### src/rtl/latch_test_pkg.sv
// Shared types and constants for the latch stimulus/check engine.
package latch_test_pkg;

  typedef enum logic [1:0] {IDLE, RUN, DONE} state_t;

  localparam logic [15:0] NO_ERR  = 16'hFFFF;
  localparam logic [7:0]  ERR_MAX = 8'd255;

  // Toggle counter width for a given period; a period of 1 still needs one bit.
  function automatic int unsigned cnt_w(input int unsigned period);
    return (period > 1) ? $clog2(period) : 1;
  endfunction

endpackage

### src/rtl/latch_ref_model.sv
// Transparent-latch reference: tracks the value the latch must hold and whether
// that value is trustworthy (invalidated when enable closes as data moves).
module latch_ref_model
  import latch_test_pkg::*;
#(
  parameter bit ACTIVE_LVL = 1'b1
) (
  input  logic clk_in,
  input  logic rst_in,
  input  logic clr_in,
  input  logic step_in,
  input  logic d_in,
  input  logic en_in,
  input  logic d_nxt_in,
  input  logic en_nxt_in,
  output logic exp_c,
  output logic check_c
);

  logic r_q;
  logic r_valid;
  logic w_act;
  logic w_act_nxt;
  logic w_race;

  assign w_act     = (en_in == ACTIVE_LVL);
  assign w_act_nxt = (en_nxt_in == ACTIVE_LVL);
  // Enable closing on the same edge data toggles leaves the held value ambiguous.
  assign w_race    = w_act && !w_act_nxt && (d_nxt_in != d_in);

  assign exp_c   = w_act ? d_in : r_q;
  assign check_c = w_act || r_valid;

  always_ff @(posedge clk_in or posedge rst_in) begin
    if (rst_in) begin
      r_q     <= 1'b0;
      r_valid <= 1'b0;
    end else if (clr_in) begin
      r_q     <= 1'b0;
      r_valid <= 1'b0;
    end else if (step_in && w_act) begin
      r_q     <= d_in;
      r_valid <= !w_race;
    end
  end

endmodule

### src/rtl/latch_exerciser.sv
// Drives square-wave d/en into a latch under test and scores its q against a
// reference model: mismatch count, first failing cycle and a pass flag.
module latch_exerciser
  import latch_test_pkg::*;
#(
  parameter int unsigned D_PERIOD   = 6,
  parameter int unsigned EN_PERIOD  = 10,
  parameter int unsigned RUN_CYCLES = 300,
  parameter bit          ACTIVE_LVL = 1'b1
) (
  input  logic        clk_in,
  input  logic        rst_in,
  input  logic        start_in,
  input  logic        q_in,
  output logic        d_out,
  output logic        en_out,
  output logic        busy_out,
  output logic        done_out,
  output logic        pass_out,
  output logic [7:0]  err_count_out,
  output logic [15:0] first_err_out
);

  localparam int unsigned DW     = cnt_w(D_PERIOD);
  localparam int unsigned EW     = cnt_w(EN_PERIOD);
  localparam logic [15:0] LAST_N = 16'(RUN_CYCLES - 1);

  state_t          r_state;
  state_t          w_state_nxt;
  logic [15:0]     r_n;
  logic [DW-1:0]   r_d_cnt;
  logic [EW-1:0]   r_en_cnt;
  logic            r_d;
  logic            r_en;
  logic            r_busy;
  logic            r_done;
  logic            r_pass;
  logic [7:0]      r_err;
  logic [15:0]     r_first;

  logic            w_start;
  logic            w_run;
  logic            w_last;
  logic            w_d_wrap;
  logic            w_en_wrap;
  logic            w_d_nxt;
  logic            w_en_nxt;
  logic            w_exp;
  logic            w_check;
  logic            w_mis;
  logic [7:0]      w_err_nxt;

  assign w_start   = start_in && (r_state != RUN);
  assign w_run     = (r_state == RUN);
  assign w_last    = w_run && (r_n == LAST_N);
  assign w_d_wrap  = (r_d_cnt == DW'(D_PERIOD - 1));
  assign w_en_wrap = (r_en_cnt == EW'(EN_PERIOD - 1));
  assign w_d_nxt   = r_d ^ w_d_wrap;
  assign w_en_nxt  = r_en ^ w_en_wrap;
  assign w_mis     = w_run && w_check && (q_in != w_exp);
  assign w_err_nxt = (w_mis && (r_err != ERR_MAX)) ? r_err + 8'd1 : r_err;

  latch_ref_model #(
    .ACTIVE_LVL (ACTIVE_LVL)
  ) u_model (
    .clk_in    (clk_in),
    .rst_in    (rst_in),
    .clr_in    (w_start),
    .step_in   (w_run),
    .d_in      (r_d),
    .en_in     (r_en),
    .d_nxt_in  (w_d_nxt),
    .en_nxt_in (w_en_nxt),
    .exp_c     (w_exp),
    .check_c   (w_check)
  );

  always_comb begin
    w_state_nxt = r_state;
    case (r_state)
      IDLE:    if (start_in) w_state_nxt = RUN;
      RUN:     if (w_last)   w_state_nxt = DONE;
      DONE:    if (start_in) w_state_nxt = RUN;
      default: w_state_nxt = IDLE;
    endcase
  end

  always_ff @(posedge clk_in or posedge rst_in) begin
    if (rst_in) r_state <= IDLE;
    else        r_state <= w_state_nxt;
  end

  // Stimulus generation, scoring and status flags.
  always_ff @(posedge clk_in or posedge rst_in) begin
    if (rst_in) begin
      r_n      <= '0;
      r_d_cnt  <= '0;
      r_en_cnt <= '0;
      r_d      <= 1'b0;
      r_en     <= 1'b0;
      r_busy   <= 1'b0;
      r_done   <= 1'b0;
      r_pass   <= 1'b0;
      r_err    <= '0;
      r_first  <= NO_ERR;
    end else begin
      r_busy <= (w_state_nxt == RUN);
      if (w_start) begin
        r_n      <= '0;
        r_d_cnt  <= '0;
        r_en_cnt <= '0;
        r_d      <= 1'b0;
        r_en     <= 1'b0;
        r_done   <= 1'b0;
        r_pass   <= 1'b0;
        r_err    <= '0;
        r_first  <= NO_ERR;
      end else if (w_run) begin
        r_err <= w_err_nxt;
        if (w_mis && (r_first == NO_ERR)) r_first <= r_n;
        if (w_last) begin
          r_done <= 1'b1;
          r_pass <= (w_err_nxt == 8'd0);
        end else begin
          r_n      <= r_n + 16'd1;
          r_d_cnt  <= w_d_wrap ? '0 : r_d_cnt + DW'(1);
          r_en_cnt <= w_en_wrap ? '0 : r_en_cnt + EW'(1);
          r_d      <= w_d_nxt;
          r_en     <= w_en_nxt;
        end
      end
    end
  end

  assign d_out         = r_d;
  assign en_out        = r_en;
  assign busy_out      = r_busy;
  assign done_out      = r_done;
  assign pass_out      = r_pass;
  assign err_count_out = r_err;
  assign first_err_out = r_first;

endmodule

### config.mk
export PLATFORM = sky130hd
export DESIGN_NAME = latch_exerciser
export DESIGN_NICKNAME = d
export VERILOG_FILES = /design/src/rtl/latch_test_pkg.sv /design/src/rtl/latch_ref_model.sv /design/src/rtl/latch_exerciser.sv
export SDC_FILE = /design/constraint.sdc
export NUM_CORES = 1
export LEC_CHECK = 0
export ABC_CLOCK_PERIOD_IN_PS = 2300
export BUFFER_PORTS_ARGS = -buffer_cell sky130_fd_sc_hd__buf_2
export CELL_PAD_IN_SITES_DETAIL_PLACEMENT = 0
export CELL_PAD_IN_SITES_GLOBAL_PLACEMENT = 1
export CORE_ASPECT_RATIO = 1.25
export CORE_MARGIN = 2
export CORE_UTILIZATION = 45
export DETAILED_ROUTE_END_ITERATION = 12
export PLACE_DENSITY_LB_ADDON = 0.1
export SYNTH_ARGS = -nofsm -noshare
export SYNTH_HDL_FRONTEND = slang
export SYNTH_SLANG_ARGS = --single-unit
### constraint.sdc
create_clock -name clk_in -period 2.3 [get_ports clk_in]
set_clock_uncertainty 0.15 [all_clocks]
set_input_delay 0.23 -clock clk_in [delete_from_list [all_inputs] [get_ports clk_in]]
set_output_delay 0.23 -clock clk_in [all_outputs]
set_load 0.01 [all_outputs]
======== Yosys cells after proc, flatten, opt, wreduce, memory -nomap -nowiden ========
Cells that the tools add are included.
cells by class
  $add $sub $neg .......................... 4
  equality and inequality tests ........... 12
  multiplexer cells ....................... 37
  bitwise operators ....................... 2
  reduce and logical (&&, ||, !) cells .... 22
operator list
  operator                                                                 number
  16-bit 2-to-1 mux                                                        6
  8-bit 2-to-1 mux                                                         3
  1-bit 2-to-1 mux                                                         17
  16-bit by 1-bit adder with 16-bit output (second input constant)         1
  16-bit equality test (second input constant)                             1
  16-bit by 9-bit equality test with 1-bit output (second input constant)  1
  4-bit 2-to-1 mux                                                         4
  3-bit 2-to-1 mux                                                         4
  1-bit logical AND                                                        9
  8-bit by 1-bit adder with 8-bit output (second input constant)           1
  8-bit zero test                                                          1
  8-bit != test (second input constant)                                    1
  2-bit nonzero test                                                       4
  2-bit AND reduction                                                      3
  4-bit by 1-bit adder with 4-bit output (second input constant)           1
  2-bit by 1-bit equality test with 1-bit output (second input constant)   2
  4-bit equality test (second input constant)                              1
  2-bit 2-to-1 mux                                                         2
  2-bit by 1-bit != test with 1-bit output (second input constant)         2
  2-bit case mux with 2 select lines                                       1
  3-bit by 1-bit adder with 3-bit output (second input constant)           1
  3-bit equality test (second input constant)                              1
  2-bit equality test (second input constant)                              1
  1-bit zero test                                                          2
  5 further kinds                                                          7
storage, ports and cells
  flip-flop bits (word level) ............. 56
  input bits .............................. 4
  output and inout port bits .............. 29
  logic and storage cells ................. 90

======== Logic depth before layout (Yosys ltp) ========
  depth after elaboration ................. 9
  gate-level depth with buffers ........... 7
  depth with buffers taken out ............ 7

======== Cells and area by module ========
From an unflattened synthesis, not the netlist that was laid out.
second synthesis, totals
  cell total of the unflattened synthesis .. 292
  area, all modules ....................... 2924.1 um2
by module, submodules not included
  module           instances  cells each  area an instance (um2)  seq. area each (um2)
  latch_exerciser  1          280         2797.7                  1371.3
  latch_ref_model  1          12          126.4                   50.0

======== Worst setup path before layout ========
OpenSTA, ideal clock, no wires.
  path kind ............................... flip-flop to flip-flop
  start ................................... reg r_en, in the netlist en_out
  end ..................................... reg r_pass, in the netlist pass_out
  library setup time ...................... 0.095 ns
  data arrival time ....................... 1.932 ns
  required time ........................... 2.055 ns
  slack ................................... 0.122 ns
  cell stages (with the launch flop) ...... 7
  buffers on the path ..................... 1
  clock period less this slack ............ 2.178 ns
  path through ............................ dfrtp_1 > buf_6 > mux2i_2 > xor2_2 > or4_4 > a22o_1 > o31ai_1
on the way
  cells in the longest elaborated chain, start to end .. 9
  elaborated cells between the ends (all ways) .. 11
  classes of those cells .................. 1 x eq/ne; 5 x mux; 5 x reduce/logical
ends and longest elaborated chain
  item                                                  RTL line                                      text
  from (decl)                                           latch_exerciser.sv:34                         logic r_en;
  from (signal assigned)                                latch_exerciser.sv:129                        r_en <= w_en_nxt;
  1-bit 2-to-1 mux or 1-bit logical OR (tied branches)  latch_ref_model.sv:31, latch_ref_model.sv:32
  1-bit != test or 1-bit logical AND (tied branches)    latch_exerciser.sv:60                         assign w_mis = w_run && w_check && (q_in != w_exp);
  1-bit logical AND (*)                                 latch_exerciser.sv:60
  1-bit logical AND (*)                                 latch_exerciser.sv:61                         assign w_err_nxt = (w_mis && (r_err != ERR_MAX)) ? r_err + 8'd1 : r_err;
  8-bit 2-to-1 mux (*)                                  latch_exerciser.sv:61
  8-bit zero test (*)                                   latch_exerciser.sv:123                        r_pass <= (w_err_nxt == 8'd0);
  1-bit 2-to-1 mux (*)                                  latch_exerciser.sv:121                        if (w_last) begin
  1-bit 2-to-1 mux (*)                                  latch_exerciser.sv:118                        end else if (w_run) begin
  1-bit 2-to-1 mux (*)                                  latch_exerciser.sv:108                        if (w_start) begin
  to (signal assigned)                                  latch_exerciser.sv:123
  to (decl)                                             latch_exerciser.sv:37                         logic r_pass;
Mark *: on every way between the ends. The rest lies on a longest branch, timed or not. The select of a mux whose other input is x is not followed.
A chain may end at the register's enable or synchronous reset.

======== Worst setup path after layout ========
  start ................................... reg r_err[0], in the netlist err_count_out[0]
  end ..................................... reg r_pass, in the netlist pass_out
on the way
  cells in the longest elaborated chain, start to end .. 7
  elaborated cells between the ends (all ways) .. 8
  classes of those cells .................. 1 x add/sub; 1 x eq/ne; 4 x mux; 2 x reduce/logical
ends and longest elaborated chain
  item                                                                                            RTL line                text
  from (decl)                                                                                     latch_exerciser.sv:38   logic [7:0] r_err;
  from (signal assigned)                                                                          latch_exerciser.sv:119  r_err <= w_err_nxt;
  parallel branches: the longest is 2 deep, another holds 8-bit by 1-bit adder with 8-bit output  --
  8-bit 2-to-1 mux (*)                                                                            latch_exerciser.sv:61
  8-bit zero test (*)                                                                             latch_exerciser.sv:123
  1-bit 2-to-1 mux (*)                                                                            latch_exerciser.sv:121
  1-bit 2-to-1 mux (*)                                                                            latch_exerciser.sv:118
  1-bit 2-to-1 mux (*)                                                                            latch_exerciser.sv:108
Mark *: on every way between the ends. The select of a mux whose other input is x is not followed.

==> metrics <==
maximum vdd ir drop=0.495 mV; synthesized instance count=276; number of antenna repair diodes=0; placed wire-length estimate=4.65 mm; final max-slew violation count=0; final period demand of the worst path=2.13 ns; via count of the first global-routing pass=2208; Fin. Hold Viols=0; CTS Buf Count=5; Synth Cell Area=0.00279 mm2; area of the die=0.00686 mm2; Clock Tree Root=sky130_fd_sc_hd__clkbuf_8; maximum number of pins on one net before global-route repair=31; sort of element at the end of the critical path=flop; Final Cycle Share=0.927; distinct cell type count of the synthesized netlist=46; clock-pin slew on the worst setup and hold paths=0.10 ns; leakage dissipation=0.00142 uW; result of the run=complete, no violations; Cell Pwr Density=1130 mW/mm2; final antenna-violating net count=0; Die X-Extent=74.5 um; vertical die dimension=92.1 um; Vias=2248; routed wire length=6.42 mm; area of the core=0.00609 mm2; drt drc=0; initial antenna violation count=0; final core utilization=0.537; initial cell density of the core=0.459; critical path data required time=2.37 ns; total global routing track utilization=0.204; global-route wire length before repair=10.9 mm; predominant post-synthesis flop cell=sky130_fd_sc_hd__dfrtp_1; post-synthesis register bit count=56; proportion of layout cells with a drive suffix above 1=0.255; final routed wire length divided by cell count=15.8 um; count of pins on the block boundary=33; source-to-sink clock delay at the later pin of the worst-skew pair=0.31 ns; part of the Yosys area used for sequential elements=0.509; setup repair after global routing missed its margin=false; Hold Crit Class=primary input to flop; transition time of the tightest slew-check pin=0.578 ns; setup TNS after final layout=0 ns; First-pass DRT Iterations=4; setup slack on the worst flop-to-flop path=0.17 ns; slew margin rel.=0.614; post-synthesis to final-layout area growth=16.9%; TritonCTS sink count=56; # H-tree levels=2; Rows=32; top fanout value on the critical path=4; number of nets in the synthesized netlist=285; data arrival time of the critical path=2.21 ns; routability congestion estimate from global placement=0.864; drt first-iter violations=117; Final Net Count=330; GRT overflow=0; clock buffer depth=2; Setup crit start kind=flop; number of synthesized flops with an enable pin=0; syn avg cell area=10.1 um2; share of synthesized registers carrying an async set or reset=1.00; Max-Cap Viols=0; TritonCTS clock tree=yes; buffers added on ports=32; post-CTS setup-driven buffer insertion count=0; f_max=469 MHz; number of warnings issued by yosys=0; Setup Crit Path Kind=flop to flop; total setup violations reported at the end of the flow=0; average vias per placed instance=5.52
## where the power goes
group	total [uW]	internal [uW]	leakage [uW]	switching, uW
Clock	575	247	0.0000516	328
Sequential	1710	1400	0.000685	315
Combinational	1410	701	0.000685	711
## worst max-delay path: stages (launching register included)
cell and delay (ns):
sky130_fd_sc_hd__dfrtp_1 0.37, sky130_fd_sc_hd__ha_1 0.21, sky130_fd_sc_hd__and2_1 0.22, sky130_fd_sc_hd__nand4_1 0.13, sky130_fd_sc_hd__or4_4 0.51, sky130_fd_sc_hd__a22o_1 0.24, sky130_fd_sc_hd__o31ai_1 0.22
## cell families after synthesis
group                    synth area share
multiplexers                       0.0264
AO/OA/AOI/OAI                       0.150
flip-flops                          0.509
adder cells (fa/ha/maj)            0.0224
AND/OR/NAND/NOR                     0.220
XOR/XNOR                           0.0466
buffers and inverters              0.0260
## per-stage QoR
step	worst slack (ns)	hold WS, ns	area (um2)	instances	total power, uW
finish	0.168	0.0208	3270	407	3700
global placement	0.262	0.175	3150	398	3130
detailed placement	0.208	0.179	3150	398	3150
floorplan	0.122	0.180	2790	276	2620
global route	0.0403	0.0244	3270	407	4000
CTS	0.168	0.00550	3260	407	3730
## sequential cells by signal, summed over array words and instances (netlist names)
name	cells
pass_out	1
busy_out	1
d_out	1
done_out	1
u_model.r_valid	1
en_out	1
err_count_out	8
r_en_cnt	4
r_state	2
u_model.r_q	1
r_d_cnt	3
r_n	16
first_err_out	16
## cells in the final DEF, fill, tap and decap left out, types with 3 or more instances in the layout
cell type                  netlist  routed
sky130_fd_sc_hd__ha_1            5       5
sky130_fd_sc_hd__a21oi_1         6       6
sky130_fd_sc_hd__nand2_1        33      33
sky130_fd_sc_hd__and4_1          3       3
sky130_fd_sc_hd__buf_4           0      17
sky130_fd_sc_hd__o21ai_0        16      16
sky130_fd_sc_hd__o22a_1         16      16
sky130_fd_sc_hd__inv_1           4       3
sky130_fd_sc_hd__clkbuf_8        0       6
sky130_fd_sc_hd__nor2_1         21      20
sky130_fd_sc_hd__xnor2_1         8       8
sky130_fd_sc_hd__nand4b_1        4       4
sky130_fd_sc_hd__buf_2           1      32
sky130_fd_sc_hd__nand4_1         9       9
sky130_fd_sc_hd__dfrtp_1        40      40
sky130_fd_sc_hd__nor3_1          5       5
sky130_fd_sc_hd__xor2_1          5       5
sky130_fd_sc_hd__nand2b_1        4       4
sky130_fd_sc_hd__mux2i_1         6       6
sky130_fd_sc_hd__dfstp_2        16      16
sky130_fd_sc_hd__nand3_1        17      17
sky130_fd_sc_hd__o31ai_1         4       4
sky130_fd_sc_hd__nor4_1          4       4
sky130_fd_sc_hd__or3_1           4       4
sky130_fd_sc_hd__and3_1          6       6
## synthesized netlist by cell type (all sizes together) (3+ instances only)
master  count  area [um2]
a21oi       6        30.0
and3        6        37.5
and4        3        26.3
clkbuf     11        41.3
dfrtp      40        1000
dfstp      16         420
ha          5        62.6
inv         4        15.0
mux2i       7        73.8
nand2      33         124
nand2b      4        25.0
nand3      17        85.1
nand4       9        56.3
nand4b      4        35.0
nor2       21        78.8
nor3        5        25.0
nor4        4        25.0
o21ai      17        85.1
o22a       16         140
o31ai       4        30.0
or3         4        25.0
xnor2       8        70.1
xor2        6        60.1
## cell type report
class                   instances  area (um2)
clock buffers                   6        82.6
multi-input cells             203        1310
repair buffers                 51         318
inverters                       4        15.0
clock inverters                 2        13.8
well taps                      85         106
fillers                       591        2820
flip-flops and latches         56        1420
## per-layer routing
metal	global-route usage	wire length, um	up-vias
li1	-	-	1109
met1	0.292	2990	1092
met2	0.320	3130	37
met3	0.0264	182	10
met4	0.0625	112	0
met5	0	0	-
## timing repair
action	4_1_cts	5_1_grt
hold endpoints to repair	12	0
gates resized for setup	0	1
setup endpoints to repair	0	1
hold buffers	1	0
## worst paths after layout
check / from / to / cells past startpoint
min in group asynchronous: rst_in / r_n[10] / 3
min: start_in / err_count_out[6] / 2
min reg2reg: done_out / done_out / 2
max reg2reg: err_count_out[0] / pass_out / 6
max: err_count_out[0] / pass_out / 6
max in group asynchronous: rst_in / first_err_out[13] / 4
No activity file was read; power rests on OpenSTA's default activity.
